===== src/rtl/mem_arbiter_pkg.sv =====
// Shared types and default limits for the instruction/data RAM arbiter.
package mem_arbiter_pkg;

  typedef enum logic [1:0] {
    FREE   = 2'd0,
    BUSY   = 2'd1,
    ACCESS = 2'd2,
    ERROR  = 2'd3
  } ramstate_t;

  typedef enum logic [1:0] {
    IDLE  = 2'd0,
    I_ACC = 2'd1,
    D_ACC = 2'd2
  } arb_state_t;

  localparam int ARB_STARVE_MAX = 4;
  localparam int ARB_TIMEOUT    = 16;

endpackage


===== src/rtl/mem_arbiter_if.sv =====
// Cache-side and RAM-side bus bundle of the memory arbiter.
interface mem_arbiter_if #(
  parameter int ADDR_W = 32
);
  import mem_arbiter_pkg::*;

  logic              iREN;
  logic [ADDR_W-1:0] iaddr;
  logic              ihit;
  logic [ADDR_W-1:0] iload;
  logic              dREN;
  logic              dWEN;
  logic [ADDR_W-1:0] daddr;
  logic [ADDR_W-1:0] dstore;
  logic              dhit;
  logic [ADDR_W-1:0] dload;
  logic              ramREN;
  logic              ramWEN;
  logic [ADDR_W-1:0] ramaddr;
  logic [ADDR_W-1:0] ramstore;
  logic [ADDR_W-1:0] ramload;
  ramstate_t         ramstate;
  logic              bus_err;

  modport arb (
    input  iREN, iaddr, dREN, dWEN, daddr, dstore, ramload, ramstate,
    output ihit, iload, dhit, dload, ramREN, ramWEN, ramaddr, ramstore, bus_err
  );

  modport cache (
    output iREN, iaddr, dREN, dWEN, daddr, dstore,
    input  ihit, iload, dhit, dload, bus_err
  );

  modport ram (
    input  ramREN, ramWEN, ramaddr, ramstore,
    output ramload, ramstate
  );

  modport tb (
    output iREN, iaddr, dREN, dWEN, daddr, dstore, ramload, ramstate,
    input  ihit, iload, dhit, dload, ramREN, ramWEN, ramaddr, ramstore, bus_err
  );

endinterface


===== src/rtl/mem_arbiter_counter.sv =====
// Saturating up-counter with synchronous clear and a reached-limit flag.
module mem_arbiter_counter #(
  parameter int MAX = 4,
  parameter int W   = $clog2(MAX) + 1
) (
  input  logic clk,
  input  logic rst,
  input  logic clr,
  input  logic inc,
  output logic at_max
);

  logic [W-1:0] cnt_q, cnt_d;

  assign at_max = (cnt_q == W'(MAX));

  always_comb begin
    cnt_d = cnt_q;
    if (clr)
      cnt_d = '0;
    else if (inc && !at_max)
      cnt_d = cnt_q + 1'b1;
  end

  always_ff @(posedge clk or posedge rst) begin
    if (rst) cnt_q <= '0;
    else     cnt_q <= cnt_d;
  end

endmodule


===== src/rtl/mem_arbiter.sv =====
// Single-port RAM arbiter: data wins ties unless instruction fetch is starved;
// aborts an access on RAM ERROR or when the RAM stays silent too long.
module mem_arbiter
  import mem_arbiter_pkg::*;
#(
  parameter int STARVE_MAX = ARB_STARVE_MAX,
  parameter int TIMEOUT    = ARB_TIMEOUT,
  parameter int ADDR_W     = 32
) (
  input  logic          CLK,
  input  logic          RST,
  mem_arbiter_if.arb    bus
);

  arb_state_t        state_q, state_d;
  logic [ADDR_W-1:0] addr_q, addr_d;
  logic [ADDR_W-1:0] store_q, store_d;
  logic              wen_q, wen_d;

  logic starve_max, tmo_max;
  logic grant_d, grant_i;
  logic in_acc, complete, waiting, fault;

  assign in_acc   = (state_q != IDLE);
  assign complete = in_acc && (bus.ramstate == ACCESS);
  // FREE/BUSY both count as "still waiting" for the RAM
  assign waiting  = in_acc && (bus.ramstate == FREE || bus.ramstate == BUSY);
  assign fault    = in_acc && ((bus.ramstate == ERROR) || (waiting && tmo_max));

  always_comb begin
    state_d = state_q;
    addr_d  = addr_q;
    store_d = store_q;
    wen_d   = wen_q;
    grant_d = 1'b0;
    grant_i = 1'b0;
    case (state_q)
      IDLE: begin
        if ((bus.dREN || bus.dWEN) && !(bus.iREN && starve_max)) begin
          grant_d = 1'b1;
          state_d = D_ACC;
          addr_d  = bus.daddr;
          store_d = bus.dstore;
          wen_d   = bus.dWEN;
        end else if (bus.iREN) begin
          grant_i = 1'b1;
          state_d = I_ACC;
          addr_d  = bus.iaddr;
          store_d = '0;
          wen_d   = 1'b0;
        end
      end
      I_ACC, D_ACC: begin
        if (complete || fault)
          state_d = IDLE;
      end
      default: state_d = IDLE;
    endcase
  end

  always_ff @(posedge CLK or posedge RST) begin
    if (RST) begin
      state_q <= IDLE;
      addr_q  <= '0;
      store_q <= '0;
      wen_q   <= 1'b0;
    end else begin
      state_q <= state_d;
      addr_q  <= addr_d;
      store_q <= store_d;
      wen_q   <= wen_d;
    end
  end

  mem_arbiter_counter #(.MAX(STARVE_MAX), .W($clog2(STARVE_MAX) + 1)) u_starve (
    .clk    (CLK),
    .rst    (RST),
    .clr    (grant_i),
    .inc    (grant_d && bus.iREN),
    .at_max (starve_max)
  );

  // Limit is TIMEOUT-1 because the entry cycle itself is counted as cycle 0
  mem_arbiter_counter #(.MAX(TIMEOUT - 1), .W($clog2(TIMEOUT) + 1)) u_tmo (
    .clk    (CLK),
    .rst    (RST),
    .clr    (grant_d || grant_i),
    .inc    (waiting),
    .at_max (tmo_max)
  );

  // RAM side is driven from latched registers only, and only in access states
  assign bus.ramREN   = (state_q == I_ACC) || (state_q == D_ACC && !wen_q);
  assign bus.ramWEN   = (state_q == D_ACC) && wen_q;
  assign bus.ramaddr  = in_acc ? addr_q : '0;
  assign bus.ramstore = in_acc ? store_q : '0;

  assign bus.ihit    = (state_q == I_ACC) && complete;
  assign bus.dhit    = (state_q == D_ACC) && complete;
  assign bus.iload   = bus.ihit ? bus.ramload : '0;
  assign bus.dload   = bus.dhit ? bus.ramload : '0;
  assign bus.bus_err = fault;

endmodule


===== src/flat_wrapper.sv =====
// flat-port wrapper written by rule: the top's interface ports become plain ports
module mem_arbiter_flat import mem_arbiter_pkg::*;
#(
  parameter int STARVE_MAX = ARB_STARVE_MAX,
  parameter int TIMEOUT    = ARB_TIMEOUT,
  parameter int ADDR_W     = 32
)
  (CLK, RST, bus_iREN, bus_iaddr, bus_dREN, bus_dWEN, bus_daddr, bus_dstore, bus_ramload, bus_ramstate, bus_ihit, bus_iload, bus_dhit, bus_dload, bus_ramREN, bus_ramWEN, bus_ramaddr, bus_ramstore, bus_bus_err);
  mem_arbiter_if #(.ADDR_W(ADDR_W)) bus_i ();
  input  logic CLK;
  input  logic RST;
  input wire logic [$bits(bus_i.iREN)-1:0] bus_iREN;
  input wire logic [$bits(bus_i.iaddr)-1:0] bus_iaddr;
  input wire logic [$bits(bus_i.dREN)-1:0] bus_dREN;
  input wire logic [$bits(bus_i.dWEN)-1:0] bus_dWEN;
  input wire logic [$bits(bus_i.daddr)-1:0] bus_daddr;
  input wire logic [$bits(bus_i.dstore)-1:0] bus_dstore;
  input wire logic [$bits(bus_i.ramload)-1:0] bus_ramload;
  input wire logic [$bits(bus_i.ramstate)-1:0] bus_ramstate;
  output wire logic [$bits(bus_i.ihit)-1:0] bus_ihit;
  output wire logic [$bits(bus_i.iload)-1:0] bus_iload;
  output wire logic [$bits(bus_i.dhit)-1:0] bus_dhit;
  output wire logic [$bits(bus_i.dload)-1:0] bus_dload;
  output wire logic [$bits(bus_i.ramREN)-1:0] bus_ramREN;
  output wire logic [$bits(bus_i.ramWEN)-1:0] bus_ramWEN;
  output wire logic [$bits(bus_i.ramaddr)-1:0] bus_ramaddr;
  output wire logic [$bits(bus_i.ramstore)-1:0] bus_ramstore;
  output wire logic [$bits(bus_i.bus_err)-1:0] bus_bus_err;
  assign bus_i.iREN = bus_iREN;
  assign bus_i.iaddr = bus_iaddr;
  assign bus_i.dREN = bus_dREN;
  assign bus_i.dWEN = bus_dWEN;
  assign bus_i.daddr = bus_daddr;
  assign bus_i.dstore = bus_dstore;
  assign bus_i.ramload = bus_ramload;
  assign bus_i.ramstate = bus_ramstate;
  assign bus_ihit = bus_i.ihit;
  assign bus_iload = bus_i.iload;
  assign bus_dhit = bus_i.dhit;
  assign bus_dload = bus_i.dload;
  assign bus_ramREN = bus_i.ramREN;
  assign bus_ramWEN = bus_i.ramWEN;
  assign bus_ramaddr = bus_i.ramaddr;
  assign bus_ramstore = bus_i.ramstore;
  assign bus_bus_err = bus_i.bus_err;
  mem_arbiter #(.STARVE_MAX(STARVE_MAX), .TIMEOUT(TIMEOUT), .ADDR_W(ADDR_W)) u_core (.CLK(CLK), .RST(RST), .bus(bus_i));
endmodule

===== config.mk =====
export PLATFORM = sky130hd
export DESIGN_NAME = mem_arbiter_flat
export DESIGN_NICKNAME = d
export VERILOG_FILES = /design/src/rtl/mem_arbiter_pkg.sv /design/src/rtl/mem_arbiter_if.sv /design/src/rtl/mem_arbiter_counter.sv /design/src/rtl/mem_arbiter.sv /design/src/flat_wrapper.sv
export SDC_FILE = /design/constraint.sdc
export NUM_CORES = 1
export LEC_CHECK = 0
export ABC_CLOCK_PERIOD_IN_PS = 2600
export CORE_MARGIN = 5
export CORE_UTILIZATION = 37
export DETAILED_ROUTE_END_ITERATION = 10
export PLACE_DENSITY = 0.8
export SETUP_SLACK_MARGIN = 0.5
export SKIP_LAST_GASP = 1
export SLEW_MARGIN = 10
export SYNTH_ARGS = -nofsm -noshare
export SYNTH_HDL_FRONTEND = slang
export SYNTH_SLANG_ARGS = --single-unit

===== constraint.sdc =====
create_clock -name CLK -period 2.6 [get_ports CLK]
set_input_delay 0.39 -clock CLK [delete_from_list [all_inputs] [get_ports CLK]]
set_output_delay 0.39 -clock CLK [all_outputs]
set_load 0.005 [all_outputs]

==> key figures <==
Yosys
  • Adder-Cell Fraction of Synth Area: 2.05%
  • Ys Warns: 0
  • Post-Synth XOR/XNOR Area: less than 1%
  • Synthesized cell area: between 0.004 and 0.005 mm²
  • Syn_nets: ~600
  • Largest family of logic cells by synthesized area: simple AND/OR/NAND/NOR gates
  • Yosys reg bits: 75
  • Synth Area in Simple Gates: ~26%
  • Primary FF master, synth: dfrtp_1
  • Dominant cell type by area after synthesis: dfrtp_1
  • Post-synth EDFFs: 0
  • Synth area leaders: dfrtp_1, and2_1, nor2b_1
  • Mux contribution to synthesized area: less than 1%
  • Yosys top cell area share: between 40% and 50%
  • Syn Inst Count: 470
  • Sequential cell area fraction in the yosys report: around 44%
  • Synth Area in Compound Gates: between 20% and 30%
  • Synth Area per Inst: between 9 and 10 µm²
  • Asr flop ratio synth: 100%
  • Yosys cell types: 34

Placement
  • Final HPWL DP: 12.1 mm
  • Placer congestion estimate: between 0.8 and 0.9
  • Port Buffer Count: about 270

Global routing
  • Grt met2 use: 43.5%
  • Initial antenna violation count: 6
  • GRT Util Overall: between 20% and 30%
  • Vias in the first global route: around 5000
  • Met1 GRT Util: around a quarter
  • Gr ovfl total: 0
  • First-pass GRT wire length: 27.5 mm
  • Largest net degree at the start of global routing: 45
  • GR Layer Usage met3: around 7.4%
  • Most Crowded Layer GR: met2

Routing
  • Final ANT Viol Nets: 0
  • Drt first-iter violations: 349
  • Drt via density: about 5.4
  • Drt first pass iters: 4
  • Detailed-route DRC error count: 0
  • DR vias: between 4000 and 5000
  • Routed len/inst: between 20 and 25 µm
  • Post-Route WL: between 15 and 20 mm

Setup path
  • Critical path buffers and inverters: 4
  • R2R cell count: 6
  • Crit path launch type: flip-flop
  • Cells along the critical path: inv_2, ha_4, and4bb_4, buf_6, clkbuf_16, and2_4, buf_6
  • Worst-path fanout max: 8
  • Worst path max stage delay: around 0.42 ns
  • Data required, critical path: around 2.2 ns
  • Arrival time of the worst setup path: just under 2 ns
  • Worst reg2reg startpoint: u_core.u_tmo.cnt_q[0]$_DFFE_PP0P_
  • Reg2reg end: u_core.u_tmo.cnt_q[3]$_DFFE_PP0P_
  • R2R Setup Slk: 0.60 ns
  • Crit end category: output port
  • Critical path type: flip-flop to output port
  • CP top delay family: simple AND/OR/NAND/NOR gates
  • Crit-path slowest cell: and4bb_4
  • Most Frequent Cell on Critical Path: buf_6

Min path
  • Min-Delay Endpoint: u_core.store_q[26]$_DFFE_PP0P_
  • Worst Hold Depth: 1
  • Worst Min Path Start: u_core.store_q[26]$_DFFE_PP0P_
  • HP Class: flip-flop to flip-flop

Clocking
  • Clk slew on worst S/H paths: about 0.06 ns
  • Max H-tree Level: 3
  • Clk Latency, worst-skew pair: roughly 0.33 ns
  • # hold bufs at CTS: 0
  • Root buf cell: clkbuf_16
  • CTS tree: built
  • Sink Count: 75
  • Clock buffer depth: 2
  • Cts bufs inserted: 9

Cells and area
  • Share of layout cells above drive strength 1: roughly a quarter
  • Most common cell after layout, fill and taps aside: clkdlybuf4s50_1
  • Layout area overhead: 89.8%
  • Most frequent cells in the layout: clkdlybuf4s50_1, dfrtp_1, buf_6
  • Nets: ~880

Floorplanning
  • Core Rows: 39
  • Full die area: approximately 0.014 mm²
  • Die W: roughly 120 µm
  • Die Span Y: 117 µm
  • Initial Util: roughly 37%
  • Core area: ~0.011 mm²
  • # IOs: between 200 and 300

Power and ir drop
  • Final total power: ~7.5 mW
  • Worst VDD drop: about 0.00057 V
  • Leakage: between 3 and 4 nW
  • Power Density: roughly 920 mW/mm²

Run
  • Max Cap Viol: 0

Timing
  • Final Hold Viols: 0
  • Max-slew violation count: 0
  • Fin crit period: 2.35 ns
  • Setup-failing EPs final: 0
  • Worst Tran Pin Value: around 0.76 ns
  • Ratio of final minimum period to clock period: about nine tenths
  • Headroom to the max-slew limit: between 40% and 50%
  • RSZ-0062 raised after global routing: yes
  • Peak Freq: 0.425 GHz
  • Final Skew: ~0.011 ns
  • Setup TNS: 0 ns

Status
  • Outcome: finished, final reports clean
sequential cells by signal, indices dropped and copies added (netlist names):
| signal | cells |
|---|---|
| u_core.addr_q | 32 |
| u_core.store_q | 32 |
| u_core.u_tmo.cnt_q | 5 |
| u_core.u_starve.cnt_q | 3 |
| u_core.state_q | 2 |
| u_core.wen_q | 1 |
cell families (layout without fill, tap and decap cells):
family | count (synthesis) | in the layout
fa+ha+maj | 7 | 7
mux | 1 | 1
buf+inv | 52 | 327
other cells | 0 | 6
xor+xnor | 1 | 1
flops | 75 | 75
simple gates | 189 | 189
compound gates | 145 | 145
worst register-to-register path, cell delays in order (launching register included):
cell	delay, ns
dfrtp_1	0.42
ha_2	0.19
and3_4	0.18
ha_4	0.18
or3_1	0.42
or3_1	0.39
a21oi_1	0.14
where the power goes:
| group | switching (mW) | internal (mW) | leakage (nW) |
|---|---|---|---|
| Combinational | 1.85 | 2.22 | 2.51 |
| Clock | 0.466 | 0.867 | 0.157 |
| Sequential | 0.303 | 1.74 | 0.912 |
final cells by class:
cell class	count	area [µm²]
Multi-Input combinational cell	343	2380
Fill cell	826	3280
Clock inverter	4	73.8
Clock buffer	12	246
Antenna cell	6	15.0
Timing Repair Buffer	303	3290
Inverter	8	33.8
Tap cell	143	179
Sequential cell	75	1880
cells in the mapped netlist, drive strengths merged, types with 3 or more instances:
cell type  instances
and2              65
a21oi             34
dfrtp             75
a31oi             32
nand3              6
nor2              37
clkbuf            28
o31ai              3
inv                8
o21ai             38
nand2              4
buf               16
ha                 7
a22o              33
nor2b             62
what timing repair did:
item | CTS | global route
pin swaps | 11 | 34
cloned | 4 | 4
gates resized for setup | 265 | 179
endpoints found under the setup margin | 132 | 123
setup buffers | 10 | 5
hold endpoints to repair | 0 | 0
stage by stage:
stage	hold WS [ns]	utilization, %	instance area, µm²	setup slack, ns	cells
detailed placement	0.483	62.0	7050	0.155	849
global placement	0.480	62.0	7050	0.173	849
CTS	0.499	67.2	7650	0.261	879
global route	0.504	71.2	8090	0.225	894
floorplan	0.465	-	4270	0.620	470
finish	0.495	71.2	8090	0.249	894
metal layers:
layer / wire [µm] / vias up
li1: - / 2175
met2: 9590 / 270
met5: 0 / -
met3: 1660 / 52
met4: 938 / 0
met1: 6580 / 2290
how the worst max path moves through the flow:
| stage | depth (start not counted) | startpoint | to |
|---|---|---|---|
| final | 7 | u_core.state_q[1]$_DFFE_PP0P_ | bus_dload[18] |
| after global routing | 8 | u_core.state_q[1]$_DFFE_PP0P_ | bus_iload[27] |
| after CTS | 7 | u_core.state_q[1]$_DFFE_PP0P_ | bus_dload[4] |
| after detailed placement | 5 | bus_ramstate[0] | bus_iload[8] |
| after global placement | 5 | bus_ramstate[0] | bus_iload[8] |
| after floorplan | 6 | u_core.state_q[0]$_DFFE_PP0P_ | bus_ramaddr[12] |
No activity file was read; power rests on OpenSTA's default activity.
